==> config.mk <==
export PLATFORM = sky130hd
export DESIGN_NAME = rr_arbiter_4
export DESIGN_NICKNAME = d
export VERILOG_FILES = /design/src/rtl/rr_arbiter_4.sv
export SDC_FILE = /design/constraint.sdc
export NUM_CORES = 1
export LEC_CHECK = 0
export BUFFER_PORTS_ARGS = -buffer_cell sky130_fd_sc_hd__buf_2
export CORE_ASPECT_RATIO = 1.1
export CORE_MARGIN = 5
export CORE_UTILIZATION = 40
export CTS_CLUSTER_SIZE = 25
export DETAILED_ROUTE_END_ITERATION = 8
export HOLD_SLACK_MARGIN = 0.12
export PLACE_DENSITY_LB_ADDON = 0.15
export SYNTH_ARGS = -nofsm -noshare
export SYNTH_HDL_FRONTEND = slang
export SYNTH_SLANG_ARGS = --single-unit
export TNS_END_PERCENT = 20
==> constraint.sdc <==
create_clock -name clk -period 4.7 [get_ports clk]
set_clock_uncertainty 0.1 [all_clocks]
set_input_delay 0.47 -clock clk [delete_from_list [all_inputs] [get_ports clk]]
set_output_delay 0.47 -clock clk [all_outputs]
set_load 0.05 [all_outputs]
==> src/rtl/rr_arbiter_4.sv <==
// rr_arbiter_4 - four-lane round-robin arbiter with an owned 4:1 data mux.
//
// The winner is presented on a single valid/ready channel. The grant and the
// mux select are registered, so the selected lane data stays stable for the
// whole transfer.
//
// Optional feature macro: ARB_LOCK_EN
//   When defined, a lock[3:0] input is added. A locked lane that is still
//   requesting keeps the grant across acceptances (burst ownership).
//
// Ports:
//   clk        in   clock, rising edge
//   rst_n      in   asynchronous active-low reset
//   req        in   [3:0]     per-lane request
//   din        in   [4*DW-1:0] packed lane data, lane i at din[i*DW +: DW]
//   gnt        out  [3:0]     registered one-hot grant, zero when idle
//   ack        out  [3:0]     one-hot transfer-complete strobe
//   sel        out  [1:0]     registered mux select (granted lane)
//   out_valid  out            downstream valid, high while a grant is held
//   out_ready  in             downstream ready
//   dout       out  [DW-1:0]  din lane indexed by sel
//   lock       in   [3:0]     per-lane hold request (ARB_LOCK_EN only)
//
// state   | meaning
// --------+----------------------------------------------
// S_IDLE  | no grant held, waiting for any request
// S_GRANT | one lane granted, waiting for out_ready

module rr_arbiter_4 #(
    parameter int DW = 8
) (
    input  logic            clk,
    input  logic            rst_n,
    input  logic [3:0]      req,
    input  logic [4*DW-1:0] din,
    output logic [3:0]      gnt,
    output logic [3:0]      ack,
    output logic [1:0]      sel,
    output logic            out_valid,
    input  logic            out_ready,
`ifdef ARB_LOCK_EN
    input  logic [3:0]      lock,
`endif
    output logic [DW-1:0]   dout
);

    typedef enum logic {
        S_IDLE  = 1'b0,
        S_GRANT = 1'b1
    } state_t;

    state_t     state_q, state_d;
    logic [1:0] ptr_q, ptr_d;
    logic [1:0] sel_q, sel_d;
    logic [3:0] gnt_q, gnt_d;

    logic       accept;
    logic       hold;
    logic [2:0] pick_idle;
    logic [2:0] pick_next;

    // Returns {found, lane}: first asserted request scanning p, p+1, ... mod 4.
    // The loop runs downward so the lowest offset is the last one written.
    function automatic logic [2:0] rr_pick(input logic [3:0] r, input logic [1:0] p);
        logic [2:0] res;
        logic [1:0] idx;
        res = 3'b000;
        idx = 2'd0;
        for (int k = 3; k >= 0; k--) begin
            idx = p + 2'(k);
            if (r[idx]) begin
                res = {1'b1, idx};
            end
        end
        return res;
    endfunction

    assign out_valid = (state_q == S_GRANT);
    assign accept    = out_valid & out_ready;
    assign gnt       = gnt_q;
    assign sel       = sel_q;
    assign ack       = gnt_q & {4{accept}};
    assign dout      = din[int'(sel_q)*DW +: DW];

`ifdef ARB_LOCK_EN
    assign hold = lock[sel_q] & req[sel_q];
`else
    assign hold = 1'b0;
`endif

    // Idle arbitration uses the stored pointer; post-acceptance arbitration
    // uses the pointer that is about to be written, so there is no bubble.
    assign pick_idle = rr_pick(req, ptr_q);
    assign pick_next = rr_pick(req, sel_q + 2'd1);

    always_comb begin
        state_d = state_q;
        ptr_d   = ptr_q;
        sel_d   = sel_q;
        gnt_d   = gnt_q;
        case (state_q)
            S_IDLE: begin
                if (pick_idle[2]) begin
                    sel_d   = pick_idle[1:0];
                    gnt_d   = 4'b0001 << pick_idle[1:0];
                    state_d = S_GRANT;
                end
            end
            S_GRANT: begin
                if (accept && !hold) begin
                    ptr_d = sel_q + 2'd1;
                    if (pick_next[2]) begin
                        sel_d = pick_next[1:0];
                        gnt_d = 4'b0001 << pick_next[1:0];
                    end else begin
                        gnt_d   = 4'b0000;
                        state_d = S_IDLE;
                    end
                end
                // A locked, still-requesting lane keeps grant, select and pointer.
            end
            default: begin
                state_d = S_IDLE;
                gnt_d   = 4'b0000;
            end
        endcase
    end

    always_ff @(posedge clk or negedge rst_n) begin
        if (!rst_n) begin
            state_q <= S_IDLE;
            ptr_q   <= 2'd0;
            sel_q   <= 2'd0;
            gnt_q   <= 4'b0000;
        end else begin
            state_q <= state_d;
            ptr_q   <= ptr_d;
            sel_q   <= sel_d;
            gnt_q   <= gnt_d;
        end
    end

endmodule
==> results of run 1 <==
## state kept, by name, indices dropped and copies added (netlist names)
| register | cells |
|---|---|
| gnt | 4 |
| ptr_q | 2 |
| sel | 2 |
| out_valid | 1 |
## final timing paths
| path | to | depth (start not counted) | slack, ps | startpoint |
|---|---|---|---|---|
| worst min register to register | ptr_q[0]$_DFFE_PN0P_ | 2 | 420 | ptr_q[0]$_DFFE_PN0P_ |
| worst min-delay path | ptr_q[0]$_DFFE_PN0P_ | 2 | 420 | ptr_q[0]$_DFFE_PN0P_ |
| max in group asynchronous | gnt[3]$_DFFE_PN0P_ | 2 | 3840 | rst_n |
| worst max-delay path | dout[5] | 2 | 2260 | sel[0]$_DFFE_PN0P_ |
| min in group asynchronous | gnt[1]$_DFFE_PN0P_ | 2 | 480 | rst_n |
| worst max register to register | gnt[2]$_DFFE_PN0P_ | 5 | 2620 | sel[0]$_DFFE_PN0P_ |
## metrics by stage
step / total power, mW / instance area, um^2 / util (%) / setup WS (ps)
after floorplan: 0.356 / 893 / - / 2340
after global placement: 0.411 / 1150 / 52.7 / 2530
after detailed placement: 0.417 / 1150 / 52.7 / 2500
after CTS: 0.478 / 1190 / 54.4 / 2210
after global routing: 0.504 / 1190 / 54.4 / 2090
final: 0.472 / 1190 / 54.4 / 2260
## power by group through the flow
stage	Combinational (mW)	Sequential (mW)	Clock [mW]
2_1_floorplan	0.210	0.146	0
3_3_place_gp	0.281	0.130	0
3_5_place_dp	0.285	0.132	0
4_1_cts	0.286	0.130	0.0616
5_1_grt	0.300	0.137	0.0662
6_report	0.284	0.129	0.0592
## cell type report
class | instances | area, um^2
Timing Repair Buffer | 58 | 295
Fill cell | 217 | 996
Clock buffer | 4 | 26.3
Sequential cell | 9 | 225
Tap cell | 30 | 37.5
Multi-Input combinational cell | 76 | 593
Inverter | 3 | 11.3
## synthesized netlist by cell type, types with 2 or more instances
cell type and count:
o21ai_0 4, o21a_1 3, inv_1 3, mux4_2 8, nand2_1 11, and3_1 4
mux2i_1 2, nor2_1 4, nand2b_1 6, a22oi_1 3, nand3_1 2, a31oi_1 3
o21ai_1 2, nor3_1 2, o211ai_1 2, dfrtp_1 9, nor3b_1 2, a21oi_1 6
buf_6 3
## per-layer routing
| metal | wire (um) | GRT usage [%] | up-vias |
|---|---|---|---|
| met4 | 38 | 5.21 | 0 |
| met1 | 964 | 20.1 | 457 |
| li1 | - | - | 468 |
| met2 | 1350 | 25.2 | 20 |
| met3 | 88 | 1.51 | 5 |
| met5 | 0 | 0 | - |
## what timing repair did
action,CTS,global route
hold buffers,1,0
hold endpoints to repair,9,0
resized for setup,0,0
## kinds of logic after synthesis
kind of cell | Yosys count | synth area share, %
xor gates and xnor gates | 1 | 0.981
AOI/OAI and AO/OA | 29 | 21.3
buffers and inverters | 10 | 8.40
muxes | 10 | 22.4
DFF | 9 | 25.2
and+or+nand+nor | 36 | 21.7
## worst register-to-register path, delay by kind of cell, from the launching register on
family           cells  cell delay [ps]
flip-flops           1              790
AO/OA/AOI/OAI        3              540
AND/OR/NAND/NOR      2              570
==> results.py, run 1 <==
metrics = {
    "grt": {
        "grt_pass1_wl_mm": 3.70,
        "grt_pass1_vias": 856,
        "grt_antenna_before_repair": 0,
        "grt_usage_pct": 15.1,
        "grt_max_degree": 19,
        "overflow": 0,
    },
    "synthesis": {
        "yosysTopAreaCell": "dfrtp_1",
        "synth_seq_cells": 9,
        "synth-seq-area-share_pct": 25.2,
        "synth_area_um2": 893,
        "synth_cell_types": 35,
        "syn_avg_cell_area_um2": 9.40,
        "synth_area_leaders": "dfrtp_1, mux4_2, nand2_1",
        "synth_edf_count": 0,
        "syn_inst": 95,
        "ys_async_sr_fraction_pct": 100,
        "yosys.area.top_type_share_pct": 25.2,
        "synth_nets": 134,
        "yosysWarningCount": 0,
        "ys.flop_type": "dfrtp_1",
    },
    "setup_path": {
        "slowest_delay_ps": 790,
        "critPathMaxFanout": 17,
        "cp_top_family": "flip-flops",
        "critPathSlowestCell": "dfrtp_1",
        "crit_chain": "mux4_2 > buf_2",
        "cp_data_arrival_time_ps": 1870,
        "crit_path_end_kind": "output pin",
        "crit_type": "flop to output pin",
        "path_buf_inv": 1,
        "crit_path_start_kind": "flop",
        "required_ps": 4130,
    },
    "timing": {
        "setup_viol": 0,
        "rsz0062_at_grt": "no",
        "max_clock_freq_mhz": 410,
        "holdWs_ps": 422,
        "worst_pin_slew_ps": 703,
        "period_needed_ps": 2440,
        "period_share_pct": 51.9,
        "slew_headroom_pct": 53.1,
        "final.setup.tns_ps": 0,
        "timing_hold_violations_final": 0,
        "maxSlewViolCount": 0,
    },
    "detailed_routing": {
        "dr_total_vias": 950,
        "drtIter0Drc": 22,
        "drt-total-wl_mm": 2.44,
        "antenna_left": 0,
        "drc": 0,
        "post_drt_wl_per_cell_um": 13.6,
        "vias_per_cell": 5.28,
        "first_pass_iters": 4,
    },
    "placed_design": {
        "portBuffers": 57,
        "dp.cells": 175,
        "place.gp.congestion": 0.781,
        "dp_hpwl_mm": 1.97,
    },
    "power": {
        "power.share.switching_pct": 52.2,
        "pwr-share-comb_pct": 60.2,
        "seqPwrFrac_pct": 27.3,
        "vdd_drop_max_v": 0.000218,
        "p_leak_nw": 0.577,
        "p_sw_mw": 0.246,
        "p_int_mw": 0.226,
        "powerDensity_nw_per_um2": 397,
        "power.share.clock_pct": 12.5,
    },
    "die": {
        "die_width_um": 55.1,
        "fp.dieArea_um2": 3280,
        "initial_core_util_pct": 40.9,
        "io_pins": 58,
        "coreArea_um2": 2180,
        "dieHeight_um": 59.6,
        "num_rows": 18,
    },
    "outcome": {
        "status": "finished, final reports clean",
    },
    "worst_hold_path": {
        "hold_class": "flop to flop",
    },
    "cells_and_area": {
        "mostFrequentLayoutCell": "buf_2",
        "fin_cells": 180,
        "area_delta_synth_final_pct": 33.1,
        "nets": 190,
        "final_cell_mix": "buf_2, nand2_1, dfrtp_1",
        "drive_above_1_share_pct": 47.3,
        "n_antenna_cell": 0,
    },
    "clock_tree": {
        "cts_setup_buffers": 0,
        "htreeDepth": 1,
        "numCtsBuffers": 3,
        "clk_latency_ps": 260,
        "clock_sinks": 9,
        "tritoncts": "yes",
        "path_clk_slew_ps": 60,
        "clk_path_buf_depth": 2,
        "clockRootBuffer": "clkbuf_4",
    },
    "flow_run": {
        "cap_violations": 0,
    },
}
Power figures use the tool's default switching activity.
==> inputs of run 2 (changes only) <==
CORE_UTILIZATION = 38   (was 40)
clock period = 2.2 ns   (was 4.7 ns; I/O delays follow)
==> results.py, run 2 (synthesized netlist as in run 1, its figures left out) <==
metrics = {
    "power": {
        "powerDensity_nw_per_um2": 848,
        "p_leak_nw": 0.587,
        "vdd_drop_max_v": 0.000464,
    },
    "setup_path": {
        "slowest_delay_ps": 530,
        "critPathSlowestCell": "mux4_2",
        "crit_type": "flop to output pin",
        "cp_top_family": "multiplexers",
        "worstRegToRegCells": 4,
        "crit_path_start_kind": "flop",
        "critPathMaxFanout": 14,
        "cp.depth": 3,
        "required_ps": 1880,
        "crit_path_end_kind": "output pin",
        "crit_chain": "buf_4 > mux4_2 > buf_2",
        "path_buf_inv": 2,
        "cp_data_arrival_time_ps": 1650,
    },
    "timing": {
        "rsz0062_at_grt": "no",
        "max_clock_freq_mhz": 507,
        "timing_hold_violations_final": 0,
        "worst_pin_slew_ps": 561,
        "period_share_pct": 89.7,
        "period_needed_ps": 1970,
        "final.setup.tns_ps": 0,
        "maxSlewViolCount": 0,
        "setup_viol": 0,
        "timing.final.ws_setup_ps": 226,
        "slew_headroom_pct": 62.3,
    },
    "worst_hold_path": {
        "hold_class": "primary input to flop",
        "hold_depth": 3,
    },
    "clock_tree": {
        "numCtsBuffers": 3,
        "htreeDepth": 1,
        "clk_latency_ps": 260,
        "clockRootBuffer": "clkbuf_4",
        "clk_path_buf_depth": 2,
        "clock_sinks": 9,
        "tritoncts": "yes",
        "path_clk_slew_ps": 60,
    },
    "die": {
        "die_width_um": 56.2,
        "fp.dieArea_um2": 3420,
        "coreArea_um2": 2250,
        "dieHeight_um": 60.9,
        "io_pins": 58,
        "num_rows": 18,
        "initial_core_util_pct": 39.7,
    },
    "cells_and_area": {
        "n_antenna_cell": 0,
        "drive_above_1_share_pct": 48.0,
        "final_cell_mix": "buf_2, nand2_1, dfrtp_1",
        "fillers": 233,
        "area_delta_synth_final_pct": 34.7,
        "utilization_pct": 53.4,
        "final_area_um2": 1200,
        "mostFrequentLayoutCell": "buf_2",
        "nets": 192,
        "largest_reg_flops": 4,
    },
    "placed_design": {
        "portBuffers": 57,
        "place.gp.congestion": 0.822,
        "place_ws_ps": 482,
        "dp_hpwl_mm": 2.07,
        "placed_area_um2": 1170,
    },
    "outcome": {
        "status": "finished, final reports clean",
    },
    "grt": {
        "gr-usage-met3_pct": 4.89,
        "grt_busiest_layer": "met2",
        "grt_usage_pct": 14.6,
        "grt_max_degree": 18,
        "use_met1_pct": 17.5,
        "overflow": 0,
        "met2_usage_pct": 24.9,
        "grt_pass1_vias": 886,
        "grt_antenna_before_repair": 0,
        "grt_pass1_wl_mm": 4.02,
    },
    "flow_run": {
        "cap_violations": 0,
    },
    "detailed_routing": {
        "drt-total-wl_mm": 2.53,
        "dr_total_vias": 970,
        "post_drt_wl_per_cell_um": 13.9,
        "antenna_left": 0,
        "first_pass_iters": 4,
        "drc": 0,
        "vias_per_cell": 5.33,
        "drtIter0Drc": 25,
    },
}
==> run 2: worst paths after layout <==
check / start / to / slack, ps
setup reg to reg: sel[1]$_DFFE_PN0P_ / gnt[2]$_DFFE_PN0P_ / 550
min in group asynchronous: rst_n / gnt[3]$_DFFE_PN0P_ / 250
max in group asynchronous: rst_n / gnt[1]$_DFFE_PN0P_ / 1570
hold / removal: out_ready / gnt[3]$_DFFE_PN0P_ / 190
hold reg to reg: ptr_q[0]$_DFFE_PN0P_ / ptr_q[0]$_DFFE_PN0P_ / 440
setup / recovery: sel[0]$_DFFE_PN0P_ / dout[7] / 230
==> run 2: repair_timing <==
item                                   4_1_cts  5_1_grt
hold buffers                                 1        0
resized for setup                            0        0
setup buffers                                0        0
endpoints found under the hold margin        9        0
==> run 2: power breakdown <==
| part | internal (mW) | switching, mW | total, mW | leakage, nW |
|---|---|---|---|---|
| Sequential | 0.199 | 0.0387 | 0.238 | 0.110 |
| Combinational | 0.224 | 0.434 | 0.657 | 0.462 |
| Clock | 0.0697 | 0.0554 | 0.125 | 0.0150 |
==> run 2: routing by layer <==
metal,part of all wire (%),vias up
li1,-,473
met1,36,447
met2,53,46
met3,9.4,4
met4,0.87,0
met5,0,-
==> run 2: final cells by class <==
type                            instances  area [um^2]  area share (%)
Timing Repair Buffer                   60          310            25.8
Clock buffer                            4         26.3            2.18
Sequential cell                         9          225            18.7
Inverter                                3         11.3           0.936
Tap cell                               30         37.5            3.12
Multi-Input combinational cell         76          593            49.3
==> run 2: tightest hold or removal path, stage by stage <==
cell	delay, ps
buf_2	150
nand3_1	70
a31oi_1	70
==> run 2: stage by stage <==
stage          hold WS, ps  instances  total power [mW]
6_report               195        182              1.02
5_1_grt                209        182              1.09
4_1_cts                196        182              1.03
3_5_place_dp         -11.5        177             0.902
3_3_place_gp         -12.5        177             0.892
2_1_floorplan         -176         95             0.761
==> inputs of run 3 (changes only) <==
CELL_PAD_IN_SITES_DETAIL_PLACEMENT = 0   (was unset)
CELL_PAD_IN_SITES_GLOBAL_PLACEMENT = 1   (was unset)
CORE_ASPECT_RATIO = unset   (was 1.1)
CORE_UTILIZATION = 26   (was 38)
==> results.py, run 3 (synthesized netlist as in run 1, its figures left out) <==
metrics = {
    "outcome": {
        "status": "finished, final reports clean",
    },
    "timing": {
        "setup_viol": 0,
        "timing.final.ws_setup_ps": 184,
        "period_needed_ps": 2020,
        "max_clock_freq_mhz": 496,
        "worst_pin_slew_ps": 594,
        "final.setup.tns_ps": 0,
        "timing_hold_violations_final": 0,
        "rsz0062_at_grt": "no",
        "slew_headroom_pct": 60.0,
        "period_share_pct": 91.7,
        "maxSlewViolCount": 0,
    },
    "detailed_routing": {
        "post_drt_wl_per_cell_um": 13.9,
        "antenna_left": 0,
        "drt-total-wl_mm": 2.76,
        "drc": 0,
        "vias_per_cell": 4.78,
        "first_pass_iters": 4,
        "dr_total_vias": 946,
        "drtIter0Drc": 11,
    },
    "setup_path": {
        "slowest_delay_ps": 520,
        "critPathMaxFanout": 9,
        "crit_type": "flop to output pin",
        "r2r_slack_ps": 550,
        "path_buf_inv": 2,
        "required_ps": 1880,
        "crit_path_start_kind": "flop",
        "cp_data_arrival_time_ps": 1700,
        "crit_path_end_kind": "output pin",
        "reg2reg_to": "gnt[2]$_DFFE_PN0P_",
        "worstRegToRegCells": 5,
        "r2r_start": "sel[0]$_DFFE_PN0P_",
        "cp_top_family": "multiplexers",
        "crit_chain": "buf_4 > mux4_2 > buf_2",
        "critPathSlowestCell": "mux4_2",
        "cp.depth": 3,
    },
    "cells_and_area": {
        "utilization_pct": 36.7,
        "n_antenna_cell": 0,
        "fillers": 369,
        "area_delta_synth_final_pct": 37.1,
        "multi_input_area_um2": 593,
        "final_cell_mix": "buf_2, nand2_1, mux4_2, dfrtp_1",
        "regArea_um2": 226,
        "nets": 192,
        "drive_above_1_share_pct": 48.7,
        "largest_reg_flops": 4,
        "final_area_um2": 1220,
        "mostFrequentLayoutCell": "buf_2",
    },
    "power": {
        "p_total_mw": 1.03,
        "vdd_drop_max_v": 0.000409,
        "powerDensity_nw_per_um2": 840,
        "p_leak_nw": 0.586,
    },
    "worst_hold_path": {
        "hold_path_end": "gnt[3]$_DFFE_PN0P_",
        "hold_class": "primary input to flop",
        "min_from": "out_ready",
        "hold_depth": 3,
    },
    "grt": {
        "grt_antenna_before_repair": 0,
        "overflow": 0,
        "grt_pass1_wl_mm": 4.24,
        "grt_pass1_vias": 899,
        "grt_max_degree": 18,
        "grt_usage_pct": 12.0,
    },
    "clock_tree": {
        "path_clk_slew_ps": 60,
        "clock_sinks": 9,
        "htreeDepth": 1,
        "clockRootBuffer": "clkbuf_4",
        "numCtsBuffers": 3,
        "clk_latency_ps": 260,
        "tritoncts": "yes",
        "cts_setup_buffers": 0,
        "clk_path_buf_depth": 2,
    },
    "placed_design": {
        "place_ws_ps": 360,
        "dp_hpwl_mm": 2.22,
        "portBuffers": 57,
        "placed_area_um2": 1190,
        "place.gp.congestion": 0.737,
    },
    "die": {
        "die_width_um": 68.6,
        "dieHeight_um": 68.6,
        "io_pins": 58,
        "num_rows": 21,
        "initial_core_util_pct": 26.8,
        "fp.dieArea_um2": 4710,
        "coreArea_um2": 3340,
    },
    "flow_run": {
        "cap_violations": 0,
    },
}
run 3: changes by cell type in the layout (fill, tap and decap cells not counted):
cell and change:
dfrtp_1 -1, dfrtp_2 +1
run 3: how the worst max path moves through the flow:
stage / from / end / slack (ps)
floorplan: sel[0]$_DFFE_PN0P_ / dout[0] / 90
global placement: sel[0]$_DFFE_PN0P_ / dout[5] / 410
detailed placement: sel[0]$_DFFE_PN0P_ / dout[0] / 360
CTS: sel[0]$_DFFE_PN0P_ / dout[0] / 70
global route: sel[0]$_DFFE_PN0P_ / dout[0] / 100
finish: sel[0]$_DFFE_PN0P_ / dout[0] / 180
run 3: repair_timing:
| item | CTS | global route |
|---|---|---|
| resized for setup | 0 | 1 |
| endpoints found under the setup margin | 0 | 1 |
| hold buffers | 1 | 0 |
| hold endpoints to repair | 9 | 0 |
run 3: per-layer routing:
layer  vias up  GRT usage, %  wire (um)
met5         -             0          0
met4         0          5.21         19
met3         2          2.27        217
met2        33          20.0       1380
met1       439          14.9       1140
li1        472             -          -
run 3: worst min-delay path: cells and delay by family:
family / cells / cell delay (ps)
buf+inv: 1 / 150
compound gates: 1 / 70
simple gates: 1 / 80
run 3: through the flow:
step,cells,hold WS [ps]
2_1_floorplan,95,-176
3_3_place_gp,193,-3.29
3_5_place_dp,193,-6.14
4_1_cts,198,211
5_1_grt,198,239
6_report,198,209
run 3: final cells by class:
class | instances | area share [%]
Clock buffer | 4 | 2.15
Multi-Input combinational cell | 76 | 48.4
Sequential cell | 9 | 18.5
Inverter | 3 | 0.919
Timing Repair Buffer | 60 | 25.3
Tap cell | 46 | 4.70
run 3: report_power, final:
part	internal (mW)	leakage, nW	switching, mW
clock network	0.0700	0.0150	0.0622
registers	0.200	0.108	0.0436
logic	0.224	0.462	0.430
